`src/rtl/cxrom_read_arbiter.sv`:
```
// Shares one byte-wide ROM port between a CPU 4-byte fetch and three golden-model byte readers.
// The ROM returns data one cycle after each read strobe.
module cxrom_read_arbiter (
    input  logic        clk,
    input  logic        rst,
    input  logic        cpu_req,
    input  logic [15:0] cpu_addr,
    output logic        cpu_ack,
    output logic [31:0] cpu_data,
    input  logic [2:0]  gm_req,
    input  logic [15:0] gm_addr0,
    input  logic [15:0] gm_addr1,
    input  logic [15:0] gm_addr2,
    output logic [2:0]  gm_ack,
    output logic [7:0]  gm_data,
    output logic        rom_rd,
    output logic [15:0] rom_addr,
    input  logic [7:0]  rom_data,
    output logic        busy
);

    typedef enum logic [1:0] {IDLE, CPU_RD, GM_RD, DONE} state_t;

    state_t      state;
    logic [1:0]  ptr;
    logic [1:0]  owner;
    logic [3:0]  ack_mask;
    logic [15:0] base;
    logic [2:0]  cnt;
    logic [1:0]  byte_sel;

    logic [3:0]  req_vec;
    logic        grant_vld;
    logic [1:0]  grant_idx;
    logic [15:0] grant_addr;

    // Requester index 0 is the CPU, 1..3 are gm[0..2]; the just-acked requester
    // is masked for one IDLE cycle so a late-dropped req is not granted again.
    // NOTE: every signal assigned in always_comb gets a default first, so no latch is inferred.
    always_comb begin
        req_vec   = {gm_req, cpu_req} & ~ack_mask;
        grant_vld = 1'b0;
        grant_idx = ptr;
        for (int i = 3; i >= 0; i--) begin
            if (req_vec[ptr + 2'(i)]) begin
                grant_vld = 1'b1;
                grant_idx = ptr + 2'(i);
            end
        end
        case (grant_idx)
            2'd0:    grant_addr = cpu_addr;
            2'd1:    grant_addr = gm_addr0;
            2'd2:    grant_addr = gm_addr1;
            default: grant_addr = gm_addr2;
        endcase
    end

    // Capture slot for the byte requested one cycle earlier (cnt 1..4 -> byte 0..3).
    assign byte_sel = cnt[1:0] - 2'd1;

    // NOTE: sequential state uses non-blocking assignments only, so every register samples pre-edge values.
    always_ff @(posedge clk) begin
        if (rst) begin
            state    <= IDLE;
            ptr      <= 2'd0;
            owner    <= 2'd0;
            ack_mask <= 4'd0;
            base     <= 16'd0;
            cnt      <= 3'd0;
            cpu_ack  <= 1'b0;
            gm_ack   <= 3'd0;
            rom_rd   <= 1'b0;
            rom_addr <= 16'd0;
            busy     <= 1'b0;
            cpu_data <= 32'd0;
            gm_data  <= 8'd0;
        end else begin
            ack_mask <= 4'd0;
            cpu_ack  <= 1'b0;
            gm_ack   <= 3'd0;
            case (state)
                IDLE: begin
                    if (grant_vld) begin
                        owner    <= grant_idx;
                        ptr      <= grant_idx + 2'd1;
                        base     <= grant_addr;
                        cnt      <= 3'd0;
                        rom_rd   <= 1'b1;
                        rom_addr <= grant_addr;
                        busy     <= 1'b1;
                        state    <= (grant_idx == 2'd0) ? CPU_RD : GM_RD;
                    end
                end
                CPU_RD: begin
                    if (cnt != 3'd0)
                        cpu_data[{byte_sel, 3'b000} +: 8] <= rom_data;
                    if (cnt < 3'd3) begin
                        rom_rd   <= 1'b1;
                        rom_addr <= base + {13'd0, cnt} + 16'd1;
                    end else begin
                        rom_rd   <= 1'b0;
                        rom_addr <= 16'd0;
                    end
                    if (cnt == 3'd4) begin
                        cpu_ack <= 1'b1;
                        state   <= DONE;
                    end else begin
                        cnt <= cnt + 3'd1;
                    end
                end
                GM_RD: begin
                    rom_rd   <= 1'b0;
                    rom_addr <= 16'd0;
                    if (cnt == 3'd0) begin
                        cnt <= 3'd1;
                    end else begin
                        gm_data <= rom_data;
                        gm_ack  <= 3'b001 << (owner - 2'd1);
                        state   <= DONE;
                    end
                end
                default: begin
                    ack_mask <= 4'b0001 << owner;
                    busy     <= 1'b0;
                    state    <= IDLE;
                end
            endcase
        end
    end

endmodule

```
`config.mk`:
```
export PLATFORM = sky130hd
export DESIGN_NAME = cxrom_read_arbiter
export DESIGN_NICKNAME = d
export VERILOG_FILES = /design/src/rtl/cxrom_read_arbiter.sv
export SDC_FILE = /design/constraint.sdc
export NUM_CORES = 1
export LEC_CHECK = 0
export CAP_MARGIN = 15
export CORE_MARGIN = 5
export CORE_UTILIZATION = 28
export CTS_CLUSTER_SIZE = 8
export DETAILED_ROUTE_END_ITERATION = 12
export DONT_BUFFER_PORTS = 1
export GPL_TIMING_DRIVEN = 1
export PLACE_DENSITY_LB_ADDON = 0.15
export SLEW_MARGIN = 10
export SYNTH_ARGS = -nofsm -noshare
export SYNTH_HDL_FRONTEND = slang
export SYNTH_SLANG_ARGS = --single-unit
```
`constraint.sdc`:
```
create_clock -name clk -period 5.81 [get_ports clk]
set_input_delay 0.8715 -clock clk [delete_from_list [all_inputs] [get_ports clk]]
set_output_delay 0.8715 -clock clk [all_outputs]
set_load 0.01 [all_outputs]
```
==> results of run 1 <==
power groups by stage:
| stage | clock network, W | registers [W] | logic, W |
|---|---|---|---|
| 2_1_floorplan | 0 | 0.000860 | 0.000720 |
| 4_1_cts | 0.000670 | 0.000900 | 0.000917 |
| 5_1_grt | 0.000697 | 0.000921 | 0.00102 |
| 3_3_place_gp | 0 | 0.000913 | 0.000900 |
| 3_5_place_dp | 0 | 0.000913 | 0.000912 |
| 6_report | 0.000648 | 0.000897 | 0.000903 |
registers in the layout, indices dropped and copies added, names as in the netlist:
register	flops
cpu_data	32
base	16
rom_addr	16
gm_data	8
ack_mask	4
cnt	3
gm_ack	3
owner	2
ptr	2
state	2
busy	1
cpu_ack	1
rom_rd	1
layout make-up:
cell class	count	share of cell area
tap	216	0.0547
timing repair buffer	1	0.00152
clock buffer	11	0.0491
inverter	15	0.0114
multi-input combinational	413	0.497
sequential	91	0.369
clock inverter	5	0.0172
cells by family after synthesis:
| logic type | Yosys count | share of synthesized area |
|---|---|---|
| AO/OA/AOI/OAI | 160 | 0.242 |
| XOR/XNOR | 6 | 0.0118 |
| buffers and inverters | 50 | 0.0442 |
| adder cells (fa/ha/maj) | 18 | 0.0521 |
| multiplexers | 2 | 0.00448 |
| flip-flops | 91 | 0.408 |
| AND/OR/NAND/NOR | 227 | 0.237 |
worst reg2reg max path, delay by kind of cell, from the launching register on:
| family | cells | cell delay [ns] |
|---|---|---|
| DFF | 1 | 0.30 |
| AOI/OAI and AO/OA | 6 | 1.30 |
| buffers and inverters | 2 | 0.63 |
| adders and majority gates | 1 | 0.20 |
| and+or+nand+nor | 2 | 0.52 |
layer usage:
layer / global-route usage / wire length [um] / part of all wire
met1: 0.178 / 5860 / 0.42
met2: 0.243 / 6770 / 0.48
met3: 0.0563 / 1160 / 0.083
met4: 0.0498 / 273 / 0.019
met5: 0 / 0 / 0
cells in the final DEF (no fill, tap or decap), types with 4 or more instances in the layout:
master      n
o211a_1     4
nand2b_1    9
a21oi_1    77
clkbuf_16   9
a22o_1      8
xnor2_1     5
nor4_1      5
o21ai_0     9
nor3_1     13
nand2_1    88
a211oi_1   17
nor2_1     47
nand3_1    33
and3_1      5
inv_1      14
a222oi_1   16
ha_1       17
nor2b_1     7
a221oi_1    4
dfxtp_1    91
Yosys cell counts (7+ instances only):
cell	instances	area (um^2)
clkbuf_1	29	109
nand2b_1	9	56.3
o21ai_0	9	45.0
inv_1	14	52.6
a21oi_1	78	390
nand3_1	33	165
nor2_1	48	180
a22o_1	8	70.1
a222oi_1	16	160
nor3_1	13	65.1
nor2b_1	7	43.8
dfxtp_1	91	1820
nand2_1	88	330
a211oi_1	17	128
ha_1	17	213
through the flow:
stage / hold WS [ns] / util / power (W) / cell area (um^2) / worst slack [ns]
finish: 0.461 / 0.313 / 0.00245 / 4940 / 2.56
global route: 0.472 / 0.313 / 0.00264 / 4940 / 2.22
CTS: 0.459 / 0.313 / 0.00249 / 4940 / 2.54
detailed placement: 0.449 / 0.292 / 0.00183 / 4610 / 2.18
global placement: 0.445 / 0.292 / 0.00181 / 4610 / 2.23
floorplan: 0.436 / - / 0.00158 / 4470 / 2.66
path summary, 6_finish.rpt:
| check | slack [ns] | depth (start not counted) | to | start |
|---|---|---|---|---|
| worst max-delay path | 2.56 | 11 | rom_addr[11] | gm_req[1] |
| worst min-delay path | 0.46 | 2 | base[2] | base[2] |
| worst max register to register | 2.81 | 11 | rom_addr[11] | ack_mask[2] |
| worst min register to register | 0.46 | 2 | base[2] | base[2] |
==> out/summary.txt, run 1 <==
die area: 18600 um^2
Initial Util: 0.283
RSZ-0062 raised after global routing: no
outcome: finished clean
Max transition margin: 0.396
Max-Cap Viols: 0
Net Count, Synth: 650
Final Critical Period: 3.25 ns
post-synthesis area per instance: 8.07 um^2
Hold-fix buffers, CTS: 0
Slowest-stage cell, CP: inv_1
DRT iter0 DRCs: 336
Area Overhead vs Synth: 10.5%
Worst setup SP type: primary input
grt ovf: 0
Multi-input gate area: 2460 um^2
Crit path top cell by count: a211oi_1
Sw Pwr: 0.000974 W
Setup violations, final: 0
CP endpoint kind: register
CTS sink count: 91
worst path required time: 6.06 ns
fmax: 308 MHz
DP HPWL: 10200 um
total CTS buffers: 9
DRT Pass-1 Iters: 6
H-tree depth: 3
Leakage Power: 1.75 nW
initial antenna violation count: 0
critical-path cell list: nor2b_1 > a211oi_1 > a31oi_1 > a31o_2 > inv_1 > ha_1 > inv_1 > nor2_1 > a21oi_1 > a211oi_1 > a211oi_1
worst clock skew: 0.00750 ns
CP Class: in -> reg
Slew Viols, Final: 0
ratio of cells with drive above 1 in the final layout: 0.0504
Critical path buffers and inverters: 2
routed vias: 3998
fill cell count: 1692
Rows: 46
Cell Pwr Density: 496 nW/um^2
placer congestion estimate: 0.824
antenna-violating nets left: 0
Worst EP arrival: 3.50 ns
clock-pin slew on the worst setup and hold paths: 0.07 ns
drt via density: 5.32
Post-synth ARST share: 0
Port Buffers: 0
clk buf depth: 2
Crit path max-delay family: compound AO/OA/AOI/OAI gates
Flop pwr share: 0.367
post-CTS sizing: 0
commonest register cell after synthesis: dfxtp_1
GRT Util Overall: 0.148
vias in the first global route: 3780
CP peak stage delay: 0.56 ns
Synth warnings: 0
Max VDD drop: 0.193 mV
largest net degree at the start of global routing: 83
post-synthesis sequential area ratio: 0.408
Routed Wire Length: 14100 um
placed insts: 736
ANT cells: 0
CTS tree: yes
Avg WL per Cell: 18.7 um
CTS root buf: clkbuf_16
sequential cell area: 1820 um^2
Tightest Pin Transition: 0.906 ns
Die H: 136 um
EDFF count, synth: 0
register bit count reported by yosys: 91
CORE AREA: 15800 um^2
setup TNS: 0 ns
Mapped Area: 4470 um^2
top-level port count: 140
DRC Markers: 0
final net count: 627
Int Pwr: 0.00148 W
Post-Syn Instances: 554
clock power share: 0.265
Gate power share: 0.369
Die W: 136 um
fin cells: 752
clk_lat worst skew: 0.34 ns
number of distinct library cells after synthesis: 56
final period utilization: 0.559
Hold Crit Class: reg -> reg
Critical Path Fanout Max: 30
Sw Ratio: 0.398
final hold vios: 0
first-pass GRT wire length: 21400 um
Post-CTS Setup Repair Bufs: 0
(Power assumes the default switching activity.)
==> run 2: changes to the inputs <==
- clock period: 5.81 -> 2.77 ns (I/O delays scaled with it)
==> run 2 against run 1 <==
Effect of this change:
- sequential power up 110%
- wire length up 2.4%
- core utilization up 1.9 points
- largest cell class unchanged
- worst hold slack worse by 0.33 ns
- non-clock buffer count up 32
- clock power up 96%
- combinational power rose to 2.5 times the previous value
- clock skew up 0.0026 ns
- sequential share of layout area down 2.1 points
- register-to-register slack worse by 2.7 ns
- critical path depth up 1
- setup slack worse by 2.4 ns
==> out/summary.txt, run 2 (synthesis gave the netlist of run 1 again) <==
outcome: finished clean
DRT iter0 DRCs: 244 (-27%)
Tightest Pin Transition: 0.805 ns (-0.100 ns)
commonest non-fill, non-tap cell in the layout: dfxtp_1
Worst EP arrival: 2.83 ns (-0.67 ns)
Largest regs: cpu_data x32, base x16, rom_addr x16
ratio of cells with drive above 1 in the final layout: 0.121 (+0.0711)
CTS sink count: 91 (unchanged)
clock-pin slew on the worst setup and hold paths: 0.07 ns (about the same)
vias in the first global route: 3759 (-0.56%)
clk buf depth: 2 (unchanged)
Routed Wire Length: 14400 um (+2.4%)
Max Used Layer: met4
Avg WL per Cell: 18.4 um (-1.7%)
Crit path top cell by count: a211oi_2
Hold Crit Class: in -> reg
PnR worst setup slack: 0.155 ns (-2.40 ns)
Sw Pwr: 0.00214 W (+120%)
pre-CTS WS: -0.170 ns (-2.35 ns)
Post-Layout Inst Area: 5230 um^2 (+5.9%)
max reg flops: 32 (unchanged)
Final Critical Period: 2.61 ns
final core occ: 0.332 (+0.0186)
largest net degree at the start of global routing: 83 (unchanged)
Die W: 136 um (unchanged)
H-tree depth: 3 (unchanged)
Flop pwr share: 0.344 (-0.023)
worst path required time: 2.98 ns (-3.08 ns)
Int Pwr: 0.00329 W (+120%)
DP HPWL: 10500 um (+2.3%)
Sw Ratio: 0.394 (-0.00354)
Die H: 136 um (unchanged)
clk_lat worst skew: 0.35 ns (about the same)
Multi-input gate area: 2510 um^2 (+2.1%)
routed vias: 4109 (+2.8%)
Worst setup SP type: register
total CTS buffers: 9 (unchanged)
critical-path cell list: nand2b_4 > a211oi_2 > a31oi_1 > a31o_2 > buf_4 > ha_1 > buf_12 > a222oi_1 > a21oi_4 > nand2_1 > and3_4 > a211oi_2
Rows: 46 (unchanged)
final period utilization: 0.944
GRT Util Overall: 0.152 (+0.00366)
fmax: 382 MHz
die area: 18600 um^2 (unchanged)
Slew Viols, Final: 0 (unchanged)
Cell Pwr Density: 1040 nW/um^2 (+110%)
initial antenna violation count: 0 (unchanged)
most frequent cells in the layout: dfxtp_1 (91), nand2_1 (88), a21oi_1 (76), nor2_1 (48), nand3_1 (33)
Initial Util: 0.283 (unchanged)
met2 wire len: 7060 um (+4.2%)
final net count: 659 (+5.1%)
final hold vios: 0 (unchanged)
CTS tree: yes
Slowest-stage cell, CP: a222oi_1
Max-Cap Viols: 0 (unchanged)
antenna-violating nets left: 0 (unchanged)
placed instance area: 4870 um^2 (+5.5%)
drt via density: 5.24 (-1.4%)
DRT Pass-1 Iters: 6 (unchanged)
CP endpoint kind: register
CP peak stage delay: 0.49 ns (-0.07 ns)
DRC Markers: 0 (unchanged)
top-level port count: 140 (unchanged)
first-pass GRT wire length: 21800 um (+1.8%)
register with the most flip-flops: cpu_data
Leakage Power: 1.92 nW (+9.4%)
Gate power share: 0.423 (+0.054)
CTS root buf: clkbuf_16
grt ovf: 0 (unchanged)
WL met1: 6080 um (+3.7%)
Area Overhead vs Synth: 17.1%
fill cell count: 1705 (+0.77%)
Port Buffers: 0 (unchanged)
Setup violations, final: 0 (unchanged)
ANT cells: 0 (unchanged)
Max transition margin: 0.459 (+0.0634)
placer congestion estimate: 0.803 (-2.5%)
WL met3: 1070 um (-8.2%)
Critical Path Fanout Max: 16 (-47%)
Max VDD drop: 0.472 mV (+150%)
Hold-fix buffers, CTS: 0 (unchanged)
CP Class: reg -> reg
clock power share: 0.233 (-0.032)
CORE AREA: 15800 um^2 (unchanged)
sequential cell area: 1820 um^2 (unchanged)
worst clock skew: 0.0101 ns (+0.00258 ns)
run 2: cell types whose count changed in the layout (fill, tap and decap cells not counted), sizes merged:
cell and delta:
buf +32, inv +1, bufinv -1
run 2: path summary, 6_finish.rpt:
kind	startpoint	to	slack, ns	depth (start not counted)
worst min register to register	base[4]	base[4]	0.47	2
worst min-delay path	rst	gm_data[0]	0.14	1
worst max-delay path	ack_mask[1]	rom_addr[12]	0.16	12
worst max register to register	ack_mask[1]	rom_addr[12]	0.16	12
run 2: metal layers:
| metal | vias to the layer above | GRT usage |
|---|---|---|
| met4 | 0 | 0.0370 |
| met2 | 102 | 0.244 |
| met1 | 1976 | 0.189 |
| met3 | 13 | 0.0629 |
| met5 | - | 0 |
| li1 | 2018 | - |
run 2: cell type report:
type                    count  area share
multi-input cells         413       0.479
flip-flops and latches     91       0.348
repair buffers             33      0.0521
well taps                 216      0.0516
clock buffers              11      0.0464
clock inverters             5      0.0115
inverters                  15      0.0108
run 2: timing repair:
item                                    CTS  global route
pin swaps                                 0             2
setup buffers                             0             1
gates resized for setup                   2            12
endpoints found under the setup margin    2            13
run 2: power by group through the flow:
stage	Clock (W)	Sequential, W	Combinational, W
after floorplan	0	0.00180	0.00151
after global placement	0	0.00190	0.00221
after detailed placement	0	0.00190	0.00223
after CTS	0.00131	0.00187	0.00225
after global routing	0.00136	0.00191	0.00258
final	0.00127	0.00187	0.00230
run 2: worst max-delay path: cells and delay by family, from the launching register on:
| kind | cells | cell delay (ns) |
|---|---|---|
| simple gates | 3 | 0.45 |
| buf+inv | 2 | 0.29 |
| compound gates | 6 | 1.23 |
| fa+ha+maj | 1 | 0.20 |
| flops | 1 | 0.32 |
run 2: through the flow:
stage | hold slack (ns) | power (W) | TNS [ns] | instances
global placement | 0.453 | 0.00411 | -0.444 | 767
detailed placement | 0.462 | 0.00413 | -1.30 | 767
floorplan | 0.436 | 0.00331 | 0 | 554
CTS | 0.126 | 0.00544 | 0 | 783
global route | 0.115 | 0.00585 | -0.0478 | 784
finish | 0.135 | 0.00543 | 0 | 784
